**src/rtl/nano_if.sv**
```systemverilog
// nano_if: RAM and ALU bus between the nanoprocessor control unit and its datapath
interface nano_if;
  logic [7:0] ram_addr;
  logic [7:0] ram_rdata;
  logic [7:0] ram_wdata;
  logic       ram_we;
  logic [3:0] alu_i;
  logic [7:0] alu_a;
  logic       alu_cin;
  logic [7:0] alu_s;
  logic       alu_cout;
  logic       alu_z;
  modport master (
    output ram_addr, ram_wdata, ram_we, alu_i, alu_a, alu_cin,
    input  ram_rdata, alu_s, alu_cout, alu_z
  );
  modport slave (
    input  ram_addr, ram_wdata, ram_we, alu_i, alu_a, alu_cin,
    output ram_rdata, alu_s, alu_cout, alu_z
  );
endinterface

```
**src/rtl/nano_ctrl.sv**
```systemverilog
// nano_ctrl: fetch/decode/execute control unit of the nanoprocessor; NANO_STEP_EN adds single-step gating
module nano_ctrl #(
  parameter logic [7:0] RESET_PC  = 8'h00,
  parameter logic [7:0] ACC_RESET = 8'h00
) (
  input  logic       clk,
  input  logic       reset,
`ifdef NANO_STEP_EN
  input  logic       step,
`endif
  nano_if.master     bus,
  output logic [7:0] acc,
  output logic [7:0] pc,
  output logic       carry,
  output logic       zero,
  output logic       halted
);
  typedef enum logic [2:0] {FETCH_OP, DECODE_OP, FETCH_AD, EXEC, HALT} state_t;
  state_t     state, nxt;
  logic [3:0] ir;
  logic [7:0] ad;
  logic       go;
`ifdef NANO_STEP_EN
  assign go = step;
`else
  assign go = 1'b1;
`endif
  assign bus.ram_wdata = acc;
  assign bus.alu_i     = ir;
  assign bus.alu_a     = acc;
  assign bus.alu_cin   = carry;
  assign halted        = (state == HALT);
  // next state and RAM address/write strobe decoded from the current state
  always_comb begin
    nxt = state;
    bus.ram_addr = pc;
    bus.ram_we = 1'b0;
    case (state)
      FETCH_OP:  nxt = go ? DECODE_OP : FETCH_OP;
      DECODE_OP: begin
        bus.ram_addr = pc + 8'd1;
        nxt = FETCH_AD;
      end
      FETCH_AD:  begin
        bus.ram_addr = bus.ram_rdata;
        nxt = EXEC;
      end
      EXEC:      begin
        bus.ram_addr = ad;
        bus.ram_we = (ir == 4'd10);
        nxt = (ir == 4'd15) ? HALT : FETCH_OP;
      end
      default:   nxt = HALT;
    endcase
  end
  // state register
  always_ff @(posedge clk or posedge reset)
    if (reset) state <= FETCH_OP;
    else state <= nxt;
  // architectural registers: opcode/address capture, ALU commit and jumps
  always_ff @(posedge clk or posedge reset) begin
    if (reset) begin
      pc    <= RESET_PC;
      acc   <= ACC_RESET;
      carry <= 1'b0;
      zero  <= 1'b0;
      ir    <= 4'd0;
      ad    <= 8'd0;
    end else begin
      case (state)
        DECODE_OP: begin
          ir <= bus.ram_rdata[3:0];
          pc <= pc + 8'd2;
        end
        FETCH_AD:  ad <= bus.ram_rdata;
        EXEC:      begin
          if (ir <= 4'd9) begin
            acc  <= bus.alu_s;
            zero <= bus.alu_z;
          end
          if (ir >= 4'd4 && ir <= 4'd9) carry <= bus.alu_cout;
          if (ir == 4'd11 || (ir == 4'd12 && !carry) || (ir == 4'd13 && !zero)) pc <= ad;
        end
        default: ;
      endcase
    end
  end
endmodule

```
**src/flat_wrapper.sv**
```systemverilog
// flat-port wrapper written by rule: the top's interface ports become plain ports
module nano_ctrl_flat 
#(
  parameter logic [7:0] RESET_PC  = 8'h00,
  parameter logic [7:0] ACC_RESET = 8'h00
)
  (clk, reset, acc, pc, carry, zero, halted, bus_ram_addr, bus_ram_wdata, bus_ram_we, bus_alu_i, bus_alu_a, bus_alu_cin, bus_ram_rdata, bus_alu_s, bus_alu_cout, bus_alu_z);
  nano_if bus_i ();
  input  logic clk;
  input  logic reset;
  output logic [7:0] acc;
  output logic [7:0] pc;
  output logic carry;
  output logic zero;
  output logic halted;
  output wire logic [$bits(bus_i.ram_addr)-1:0] bus_ram_addr;
  output wire logic [$bits(bus_i.ram_wdata)-1:0] bus_ram_wdata;
  output wire logic [$bits(bus_i.ram_we)-1:0] bus_ram_we;
  output wire logic [$bits(bus_i.alu_i)-1:0] bus_alu_i;
  output wire logic [$bits(bus_i.alu_a)-1:0] bus_alu_a;
  output wire logic [$bits(bus_i.alu_cin)-1:0] bus_alu_cin;
  input wire logic [$bits(bus_i.ram_rdata)-1:0] bus_ram_rdata;
  input wire logic [$bits(bus_i.alu_s)-1:0] bus_alu_s;
  input wire logic [$bits(bus_i.alu_cout)-1:0] bus_alu_cout;
  input wire logic [$bits(bus_i.alu_z)-1:0] bus_alu_z;
  assign bus_ram_addr = bus_i.ram_addr;
  assign bus_ram_wdata = bus_i.ram_wdata;
  assign bus_ram_we = bus_i.ram_we;
  assign bus_alu_i = bus_i.alu_i;
  assign bus_alu_a = bus_i.alu_a;
  assign bus_alu_cin = bus_i.alu_cin;
  assign bus_i.ram_rdata = bus_ram_rdata;
  assign bus_i.alu_s = bus_alu_s;
  assign bus_i.alu_cout = bus_alu_cout;
  assign bus_i.alu_z = bus_alu_z;
  nano_ctrl #(.RESET_PC(RESET_PC), .ACC_RESET(ACC_RESET)) u_core (.clk(clk), .reset(reset), .bus(bus_i), .acc(acc), .pc(pc), .carry(carry), .zero(zero), .halted(halted));
endmodule
```
**config.mk**
```make
export PLATFORM = sky130hd
export DESIGN_NAME = nano_ctrl_flat
export DESIGN_NICKNAME = d
export VERILOG_FILES = /design/src/rtl/nano_if.sv /design/src/rtl/nano_ctrl.sv /design/src/flat_wrapper.sv
export SDC_FILE = /design/constraint.sdc
export NUM_CORES = 1
export LEC_CHECK = 0
export ABC_AREA = 1
export CORE_ASPECT_RATIO = 1.75
export CORE_MARGIN = 2
export CORE_UTILIZATION = 48
export CTS_CLUSTER_SIZE = 25
export DETAILED_ROUTE_END_ITERATION = 10
export PLACE_DENSITY = 0.85
export SLEW_MARGIN = 20
export SYNTH_ARGS = -nofsm -noshare
export SYNTH_HDL_FRONTEND = slang
export SYNTH_SLANG_ARGS = --single-unit
```
**constraint.sdc**
```tcl
create_clock -name clk -period 3.2 [get_ports clk]
set_clock_uncertainty 0.05 [all_clocks]
set_input_delay 0.48 -clock clk [delete_from_list [all_inputs] [get_ports clk]]
set_output_delay 0.48 -clock clk [all_outputs]
set_load 0.005 [all_outputs]
```
# After elaboration in Yosys (flattened, before gate mapping)
# Cells that the tools add are included.
[word_totals] reg_bits=33 latch_bits=0 ramBits=0 mem_bits_ro=0 in_bits=20 out_inout_bits=49 wordCells=39 n_memories=0
[classes] n_addsub=2 mul=0 div=0 order_cmp=2 n_eq_ne=10 shift=0 muxes=6 bitwise_logic=0 n_reduce_logical=12
[op_table] cell="$pmux 8 s3" n=1
[op_table] cell="$eq 4x4->1 const B" n=5
[op_table] cell="$pmux 8 s2" n=1
[op_table] cell="$pmux 3 s4" n=1
[op_table] cell="$add 8x1->8 const B" n=1
[op_table] cell="$add 8x2->8 const B" n=1
[op_table] cell="$mux 8" n=1
[op_table] cell="$eq 3x2->1 const B" n=2
[op_table] cell="$reduce_and 2->1" n=3
[op_table] cell="$ge 4x3->1 const B" n=1
[op_table] cell="$le 4x4->1 const B" n=1
[op_table] cell="$eq 3x1->1 const B" n=1
[op_table] cell="$eq 3x3->1 const B" n=1
[op_table] cell="$logic_and 1x1->1" n=3
[op_table] cell="$logic_not 3->1" n=1
[op_table] cell="$mux 3" n=1
[op_table] cell="$logic_not 1->1" n=2
[op_table] cell="$logic_or 1x1->1" n=2
[op_table] cell="$ne 2x1->1 const B" n=1
[op_table] cell="$reduce_bool 2->1" n=1
[op_table] cell="$mux 1" n=1

# Logic depth before layout (Yosys ltp)
[depth] ltp_word=6 depth_mapped=9 ltp_nobuf=9

# Worst setup path before layout
# Ideal clock, no wire load.
[synth_path] path_kind="reg-to-output" start="reg u_core.pc[1]" end="out bus_ram_addr[7]" t_arrival_ns=1.197 required_ns=2.670 slack_ns=1.473 path_stages_with_launch=8 n_path_buf=0 cell_sequence="dfrtp_1 -> ha_1 -> inv_1 -> nor2_1 -> nand2_1 -> o21ai_0 -> nand3_1 -> nand3b_1"
[synth_between] elab_chain_cells=2
[synth_lines] item="start: declaration" line="nano_ctrl.sv:13" rtl="output logic [7:0] pc,"
[synth_lines] item="start signal: assignment" line="nano_ctrl.sv:73" rtl="pc <= pc + 8'd2;"
[synth_lines] item="$add 8x1->8" line="nano_ctrl.sv:41" rtl="bus.ram_addr = pc + 8'd1;"
[synth_lines] item="$pmux 8 s3" line="nano_ctrl.sv:38" rtl="case (state)"
[synth_lines] item="end: declaration" line="flat_wrapper.sv:16" rtl="output wire logic [$bits(bus_i.ram_addr)-1:0] bus_ram_addr;"
# No other way between the ends.

# Worst setup path after layout
[layout_path] start="reg u_core.state[2]" end="out bus_ram_addr[4]"
[layout_between] elab_chain_cells=2 elab_cells_between_ends=4 classes_between="eq/ne (3); mux (1)"
[layout_lines] item="start: declaration" line="nano_ctrl.sv:19" rtl="state_t state, nxt;"
[layout_lines] item="start signal: assignment" line="nano_ctrl.sv:59" rtl="else state <= nxt;"
[layout_lines] item="$eq 3x2->1 / $eq 3x1->1 (equally long branches)" line="nano_ctrl.sv:38"
[layout_lines] item="$pmux 8 s3 (*)" line="nano_ctrl.sv:38"
# Mark *: on every way between the ends. The rest lies on a longest branch, timed or not.

==> impl_metrics.csv <==
group,metric,value,unit
clock_tree,cts.hold.buffers_added,0,
sta,setup_ws,389,ps
sta,final.setup.tns,0,ps
synthesis,synth_largest_area_cell,"dfrtp_1",
synthesis,synth.distinct_cells,27,
critical_path,cp_max_fo,10,
routing,first_iter_violations,44,
pwr,power.total,0.00268,W
synthesis,synthCells,263,
clock_tree,cts_made_buffers,5,
clock_tree,cts_root_buf,"clkbuf_8",
sta,hold_viol_final,0,
grt,first_global_vias,1865,
critical_path,crit_required,2670,ps
floorplanning,rows,30,
clock_tree,cts_tree,"built",
layout,nFillCells,350,
layout,nNetsFinal,342,
synthesis,synth_warnings,0,
grt,gr-total-overflow,0,
sta,rsz0062_at_grt,"false",
floorplanning,initial_core_util,0.498,
sta,relSlewSlack,0.515,
clock_tree,clkTransAtPathRegs,70,ps
critical_path,cp-start-kind,"register",
clock_tree,post_cts_buffers,0,
synthesis,ys_top_cells_by_area,"dfrtp_1 43%, nand2_1 22%, buf_4 6.7%",
pwr,peakVddDrop,0.000666,V
floorplanning,fp.dieW,51.7,um
layout,syn2layout_area_growth,36.4,%
pwr,p_int,0.00159,W
pwr,pwr-share-comb,0.562,
routing,via_count,1915,
synthesis,syn_area,1910,um2
run,maxCapViolations,0,
pwr,netSwitchingFraction,0.407,
synthesis,yosysSeqAreaShare,0.433,
synthesis,avgSynthCellArea,7.26,um2
grt,grtUsageTotal,0.250,
synthesis,synth_top_area_frac,0.433,
synthesis,synthFlopType,"dfrtp_1",
pwr,power.density,1030,nW/um2
synthesis,synth_common_cells,"114 x nand2_1, 33 x dfrtp_1, 20 x nand3_1",
critical_path,worstPathArrival,2280,ps
grt,grt_busiest_layer,"met2",
critical_path,critPathKind,"register to output pin",
grt,grtUsageMet3,0.0412,
grt,grt.met2_usage,0.446,
min_path,worstHoldPathCells,2,
clock_tree,clkLatencyLatePin,290,ps
sta,min_period,2810,ps
grt,grt_pass1_wl,8.41,mm
sta,fin_crit_sh,0.878,
critical_path,crit_chain,"inv_1, nand2_1, nor2_2, inv_2, nor2_1, nand2_1, o2111ai_1, clkdlybuf4s50_1",
critical_path,endpoint_kind,"output pin",
clock_tree,h-tree-depth,2,
layout,diodes,0,
place,place_congestion,0.906,
grt,antenna_found_initial,0,
synthesis,syn_nets,285,
routing,antenna_left,0,
routing,wirelength,5.23,mm
clock_tree,post_cts_resized,0,
sta,setup_viol,0,
place,portBuffers,68,
synthesis,synth_async_sr_flop_share,1.00,
clock_tree,clockBufferDepth,2,
floorplanning,fp.dieH,87.4,um
grt,grt_max_degree,34,
floorplanning,coreArea,3830,um2
critical_path,reg2reg_depth,7,
routing,route.detailed.drc,0,
status,status,"finished clean",
place,pre_cts_ws,707,ps
pwr,p_sw,0.00109,W
min_path,holdCritPathClass,"register to register",
critical_path,cpPeakStageDelay,530,ps
floorplanning,ios,69,
grt,grt.met1_usage,0.273,
synthesis,yosysMostFrequentCell,"nand2_1",
routing,post_drt_wl_per_cell,14.2,um
sta,tightest_slew,722,ps
synthesis,ys_ff_latch,33,
routing,vias_per_cell,5.20,
pwr,p_leak,1.25,nW
sta,maxSlewViolCount,0,
routing,drt_first_pass_iters,4,
critical_path,cp_common_cell,"nand2_1",
pwr,clkPwrFrac,0.121,
critical_path,slowest_stage,"clkdlybuf4s50_1",
layout,final_util,0.680,
pwr,seqPwrFrac,0.317,
place,hpwl,3.87,mm
layout,drive_gt1_frac,0.0594,
synthesis,synth-edff-count,0,
sta,timing.fmax,356,MHz
floorplanning,die_area,4520,um2
clock_tree,clock-sinks,33,
[layout by cell type, fill, tap and decap left out, drive strengths merged]
cell	instances
nand2	117
clkdlybuf4s50	68
dfrtp	33
inv	22
nand3	20
o21ai	20
nor2	15
clkbuf	7
nand4	5
o2111ai	2
nand3b	2
ha	2
buf	2
clkinv	1
a21oi	1
o211ai	1
or2	1
nor3	1
[worst paths after layout]
kind | to | slack [ps] | from
min | u_core.ad[1] | 440 | u_core.ad[1]
max | bus_ram_addr[4] | 390 | u_core.state[2]
min reg2reg | u_core.ad[1] | 440 | u_core.ad[1]
max in group asynchronous | u_core.acc[0] | 2240 | reset
max reg2reg | u_core.pc[5] | 1430 | u_core.state[2]
min in group asynchronous | u_core.ad[1] | 540 | reset
[final cells by class]
class / count / area [um2] / area share
Sequential cell: 33 / 826 / 0.317
Timing Repair Buffer: 70 / 696 / 0.267
Clock buffer: 7 / 86.3 / 0.0332
Inverter: 23 / 88.8 / 0.0341
Tap cell: 48 / 60.1 / 0.0231
Multi-Input combinational cell: 187 / 846 / 0.325
[stage by stage]
step | instance area (um2) | hold WS, ps | instances
2_1_floorplan | 1910 | 399 | 263
3_3_place_gp | 2520 | 417 | 361
3_5_place_dp | 2520 | 423 | 361
4_1_cts | 2600 | 444 | 368
5_1_grt | 2600 | 460 | 368
6_report | 2600 | 441 | 368
[power groups by stage]
stage	Combinational, W	Sequential, W	Clock (W)
finish	0.00151	0.000849	0.000323
global route	0.00167	0.000877	0.000346
CTS	0.00152	0.000847	0.000324
detailed placement	0.00150	0.000853	0
global placement	0.00148	0.000843	0
floorplan	0.000817	0.000814	0
[state kept, by name, indices dropped and copies added (netlist names)]
signal              cells
u_core.acc              8
u_core.bus.alu_i        4
u_core.zero             1
u_core.ad               8
u_core.state            3
u_core.pc               8
u_core.bus.alu_cin      1
[logic make-up (layout without fill, tap and decap cells)]
| family | after synthesis | after routing | share of synthesized area |
|---|---|---|---|
| and+or+nand+nor | 161 | 161 | 0.360 |
| AOI/OAI and AO/OA | 24 | 24 | 0.0702 |
| DFF | 33 | 33 | 0.433 |
| buffers and inverters | 43 | 100 | 0.124 |
| adders and majority gates | 2 | 2 | 0.0131 |
[worst max-delay path: cells and delay by family, from the launching register on]
kind            cells  cell delay, ps
compound gates      1              80
buf+inv             3             860
flops               1             450
simple gates        4             590
[layer usage]
layer / vias up / part of all wire
li1: 933 / -
met3: 11 / 0.065
met2: 86 / 0.54
met1: 885 / 0.37
met5: - / 0
met4: 0 / 0.025
No activity file was read; power rests on OpenSTA's default activity.
==> patch 1, RTL diff (same flow settings) <==
Register the output `pc` once more, without a reset; this adds one clock of latency there. The other outputs are not delayed to match.
--- a/src/rtl/nano_ctrl.sv
+++ b/src/rtl/nano_ctrl.sv
@@ -17,4 +17,6 @@
 );
   typedef enum logic [2:0] {FETCH_OP, DECODE_OP, FETCH_AD, EXEC, HALT} state_t;
+
+  logic [7:0] pc_s0;
   state_t     state, nxt;
   logic [3:0] ir;
@@ -34,10 +36,10 @@
   always_comb begin
     nxt = state;
-    bus.ram_addr = pc;
+    bus.ram_addr = pc_s0;
     bus.ram_we = 1'b0;
     case (state)
       FETCH_OP:  nxt = go ? DECODE_OP : FETCH_OP;
       DECODE_OP: begin
-        bus.ram_addr = pc + 8'd1;
+        bus.ram_addr = pc_s0 + 8'd1;
         nxt = FETCH_AD;
       end
@@ -61,5 +63,5 @@
   always_ff @(posedge clk or posedge reset) begin
     if (reset) begin
-      pc    <= RESET_PC;
+      pc_s0 <= RESET_PC;
       acc   <= ACC_RESET;
       carry <= 1'b0;
@@ -71,5 +73,5 @@
         DECODE_OP: begin
           ir <= bus.ram_rdata[3:0];
-          pc <= pc + 8'd2;
+          pc_s0 <= pc_s0 + 8'd2;
         end
         FETCH_AD:  ad <= bus.ram_rdata;
@@ -80,5 +82,5 @@
           end
           if (ir >= 4'd4 && ir <= 4'd9) carry <= bus.alu_cout;
-          if (ir == 4'd11 || (ir == 4'd12 && !carry) || (ir == 4'd13 && !zero)) pc <= ad;
+          if (ir == 4'd11 || (ir == 4'd12 && !carry) || (ir == 4'd13 && !zero)) pc_s0 <= ad;
         end
         default: ;
@@ -86,4 +88,8 @@
     end
   end
+  always_ff @(posedge clk) begin
+    pc <= pc_s0;
+  end
+
 endmodule
 
Check against the original RTL: not equivalent (a bounded check fails within 4 cycles, from zero or initial values and one cycle with reset high).
==> patch 1 against the original RTL <==
  * Synthesized area increased by 7.7%
  * Sequential share of layout area increased by 3.9 points
  * Non-clock buffer count increased by 1
  * Setup slack gained 0.14 ns
  * Clock power up 15%
  * Worst hold slack got worse by 0.019 ns
  * Cell count grew 2.2%
  * Power rose by 6.4%
  * Design area grew 6.3%
  * Die area rose by 7.3%
  * Routed wire length decreased by 4.4%
  * Sequential cell count grew 8
  * Largest cell class is now registers
  * Largest power group unchanged
==> patch 1: results (changes against the original RTL) <==
- Number of global-route vias before repair: 1948 (+4.5%)
- Pre-CTS setup slack: 0.8642 ns (+0.1571 ns)
- Nets: 348 (+1.8%)
- Tot GR Track Use: 23.31% (-1.6 points)
- Longest Clk Path Bufs: 2 (unchanged)
- Peak supply drop: 0.0007562 V (+14%)
- Filler cell count: 345 (-1.4%)
- First-pass GRT wire length: 8542 um (+1.6%)
- Final wirelength: 5004 um (-4.4%)
- Layout cell share with drive strength beyond 1: 6.728% (+0.79 points)
- DRT iter0 DRCs: 40 (-9.1%)
- Synth area leaders: dfrtp_1, nand2_1, dfxtp_1
- Status: finished, final reports clean
- Mapped Nets: 292 (+2.5%)
- Post-synthesis async set-or-reset flop share: 80.49% (-20 points)
- Top_reg_cell synth: dfrtp_1
- Dpl cell area: 2665 um^2 (+5.9%)
- Hpwl dp: 3714 um (-4.1%)
- Synth cell types: 26 (-3.7%)
- Seq/Total Area, Yosys: 47.96% (+4.7 points)
- Pleak: 0.001335 uW (+6.8%)
- Post-CTS sizing: 0 (unchanged)
- Synth cell count leaders: nand2_1, dfrtp_1, buf_4, nand3_1, inv_1
- Crit-path max FO: 8 (-2)
- Routability Congestion: 0.9158 (+1.1%)
- Largest net degree at the start of global routing: 34 (unchanged)
- Critical Path AT: 2.14 ns (-0.14 ns)
- Routed via count: 1954 (+2.0%)
- Max-slew headroom: 66.62% (+15 points)
==> patch 1: cell types whose count changed after synthesis, moves of 2 or more <==
cell	change
buf_2	+3
nand4_1	+5
nand2_1	+7
inv_1	-2
nand3_1	-2
nor2_1	-6
dfxtp_1	+8
nand3b_1	-2
o21ai_0	-5
==> patch 1: critical path, stage by stage, from the launching register on <==
cell	delay, ns
dfrtp_1	0.47
ha_1	0.31
nand2_1	0.11
inv_1	0.08
or2_2	0.27
nand3_1	0.07
nand4_1	0.07
clkdlybuf4s50_1	0.46
==> patch 1: final timing paths <==
kind                                 start              end  slack [ns]  cells past startpoint
hold / removal             u_core.pc_s0[6]     u_core.pc[6]        0.42                      0
min in group asynchronous            reset  u_core.pc_s0[6]        0.52                      3
setup / recovery           u_core.pc_s0[1]  bus_ram_addr[3]        0.53                      7
max in group asynchronous            reset    u_core.acc[4]        2.27                      3
hold reg to reg            u_core.pc_s0[6]     u_core.pc[6]        0.42                      0
setup reg to reg           u_core.state[1]    u_core.acc[2]        1.24                      7
==> patch 1: metrics by stage <==
step	cells	hold slack [ns]
after floorplan	270	0.2922
after detailed placement	368	0.4064
after global routing	376	0.4460
final	376	0.4220
after CTS	376	0.4255
after global placement	368	0.3987
==> patch 1: cell type report <==
class                      count  area [um^2]  area share [%]
multi-input combinational    186        835.8           30.21
tap                           49        61.31           2.216
inverter                      21        78.83           2.849
timing repair buffer          71        703.2           25.42
clock buffer                   7        96.34           3.483
clock inverter                 1        5.005          0.1809
sequential                    41        985.9           35.64
==> patch 1: cells by family after synthesis <==
kind of cell | synth area share (%)
AO/OA/AOI/OAI | 5.661
XOR/XNOR | 0.8523
buffers and inverters | 11.38
flip-flops | 47.96
adder cells (fa/ha/maj) | 1.217
AND/OR/NAND/NOR | 32.93
==> patch 1: report_power, final <==
part	internal, uW	switching, uW
Sequential	758	236
Combinational	807	679
Clock	195	176
Total	1760	1090
==> patch 1: layer usage <==
| metal | global-route usage, % | wire [um] | up-vias |
|---|---|---|---|
| li1 | - | - | 954 |
| met1 | 25.98 | 1756 | 892 |
| met2 | 39.40 | 2730 | 96 |
| met3 | 5.960 | 395 | 12 |
| met4 | 10.90 | 121 | 0 |
| met5 | 0 | 0 | - |
==> patch 2, RTL diff (config.mk and constraints unchanged) <==
Made on the original files. Reset style: synchronous (`reset`), changed in 2 clocked blocks.
--- a/src/rtl/nano_ctrl.sv
+++ b/src/rtl/nano_ctrl.sv
@@ -55,9 +55,9 @@
   end
   // state register
-  always_ff @(posedge clk or posedge reset)
+  always_ff @(posedge clk)
     if (reset) state <= FETCH_OP;
     else state <= nxt;
   // architectural registers: opcode/address capture, ALU commit and jumps
-  always_ff @(posedge clk or posedge reset) begin
+  always_ff @(posedge clk) begin
     if (reset) begin
       pc    <= RESET_PC;
Formal check against the unedited RTL: differs if reset is asserted again (counterexample within 4 cycles, from zero or initial values and one cycle with reset high); with reset held inactive, the same outputs for 10 cycles.
==> patch 2 against the original RTL <==
  * Sequential share of layout area fell by 5.0 points
  * Critical endpoint is now bus_ram_addr[0]
  * Synthesized area is 4.7% lower
  * Design area decreased by 5.1%
  * Sequential cell count is the same
  * Setup slack got worse by 0.012 ns
  * Routed wire length shrank 3.9%
Power is not compared: it rests on default switching activity, and its combinational part moved more than twofold at a synthesized area within 25%.
==> patch 2: results (changes against the original RTL) <==
- Crit-path max FO: 9 (-1)
- Dpl cells: 360 (-0.28%)
- Post-synthesis async set-or-reset flop share: 0% (-100 points)
- Crit. Startpoint: u_core.state[1]
- Drt wl/cell: 13.71 um (-3.6%)
- Multi-input logic cell count: 186 (-0.53%)
- Nets: 343 (+0.29%)
- Dpl cell area: 2384 um^2 (-5.3%)
- Largest net degree at the start of global routing: 19 (-44%)
- Routed via count: 1965 (+2.6%)
- Sequential Area: 660.6 um^2 (-20%)
- Clock-cell share of area: 3.495% (+0.18 points)
- Filler cell count: 322 (-8.0%)
- Number of global-route vias before repair: 1905 (+2.1%)
- Status: finished, final reports clean
- Design Area, Final: 2470 um^2 (-5.1%)
- Synth cell count leaders: nand2_1, nor2_1, dfxtp_1
- Critical Path AT: ~2.3 ns
- Hpwl dp: 3742 um (-3.4%)
- Mapped Nets: 292 (+2.5%)
- Clock Latency Late Sink: 0.28 ns
- Fin cells: 367 (-0.27%)
- Synth cell types: 23 (-15%)
- Hold Startpoint: u_core.ad[4]
- Worst slew pin tran: 0.6649 ns (-0.05712 ns)
- DRT iter0 DRCs: 58 (+32%)
- Seq/Total Area, Yosys: 36.34% (-6.9 points)
- Data buffer area share: 28.17% (+1.4 points)
- Footprint of the multi-input gates: 875.8 um^2 (+3.6%)
- Post-synthesis instance total: 270 (+2.7%)
- R2r startpoint: u_core.state[0]
- Longest Clk Path Bufs: 2 (unchanged)
- Area Overhead vs Synth: 35.86%
- Pre-CTS setup slack: 0.6910 ns (-0.01608 ns)
- Layout cell share with drive strength beyond 1: 4.673% (-1.3 points)
- Tot GR Track Use: 24.78% (-0.18 points)
[patch 2: cell types whose count changed after synthesis, sizes merged, moves of 2 or more]
cell,before,now
inv,22,24
dfrtp,33,0
nor3,1,4
clkbuf,1,3
nand4,5,11
nand2,117,60
a21oi,1,23
buf,19,23
nor2,15,43
nand3,20,15
dfxtp,0,33
nand3b,2,0
o21ai,20,24
[patch 2: critical path, cell delays in order (launching register included)]
cell	delay, ns
dfxtp_1	0.41
inv_1	0.09
nor3_2	0.52
nand2_1	0.15
o21ai_0	0.12
nor3_1	0.07
a21oi_1	0.14
clkdlybuf4s50_1	0.51
[patch 2: power breakdown]
part | switching, uW | internal [uW] | leakage, uW
logic | 93.8 | 114 | 0.000697
registers | 29.5 | 434 | 0.000269
clock network | 151 | 171 | 0.0000443
total | 274 | 719 | 0.00101
[patch 2: cell families (layout without fill, tap and decap cells)]
family	after synthesis	count (layout)	synth area share (%)
and+or+nand+nor	133	133	31.80
buffers and inverters	51	102	15.48
AOI/OAI and AO/OA	50	50	14.52
DFF	33	33	36.34
adders and majority gates	2	2	1.376
xor gates and xnor gates	1	1	0.4818
[patch 2: final timing paths]
| path | depth (start not counted) | slack [ns] | endpoint |
|---|---|---|---|
| worst max-delay path | 7 | 0.38 | bus_ram_addr[0] |
| worst min-delay path | 2 | 0.41 | u_core.ad[4] |
| worst max register to register | 7 | 1.13 | u_core.pc[7] |
| worst min register to register | 2 | 0.41 | u_core.ad[4] |
[patch 2: routing by layer]
metal / part of all wire, % / GRT usage, % / up-vias
li1: - / - / 965
met1: 36 / 24.67 / 887
met2: 53 / 44.50 / 97
met3: 7.0 / 4.930 / 16
met4: 3.4 / 16.95 / 0
met5: 0 / 0 / -
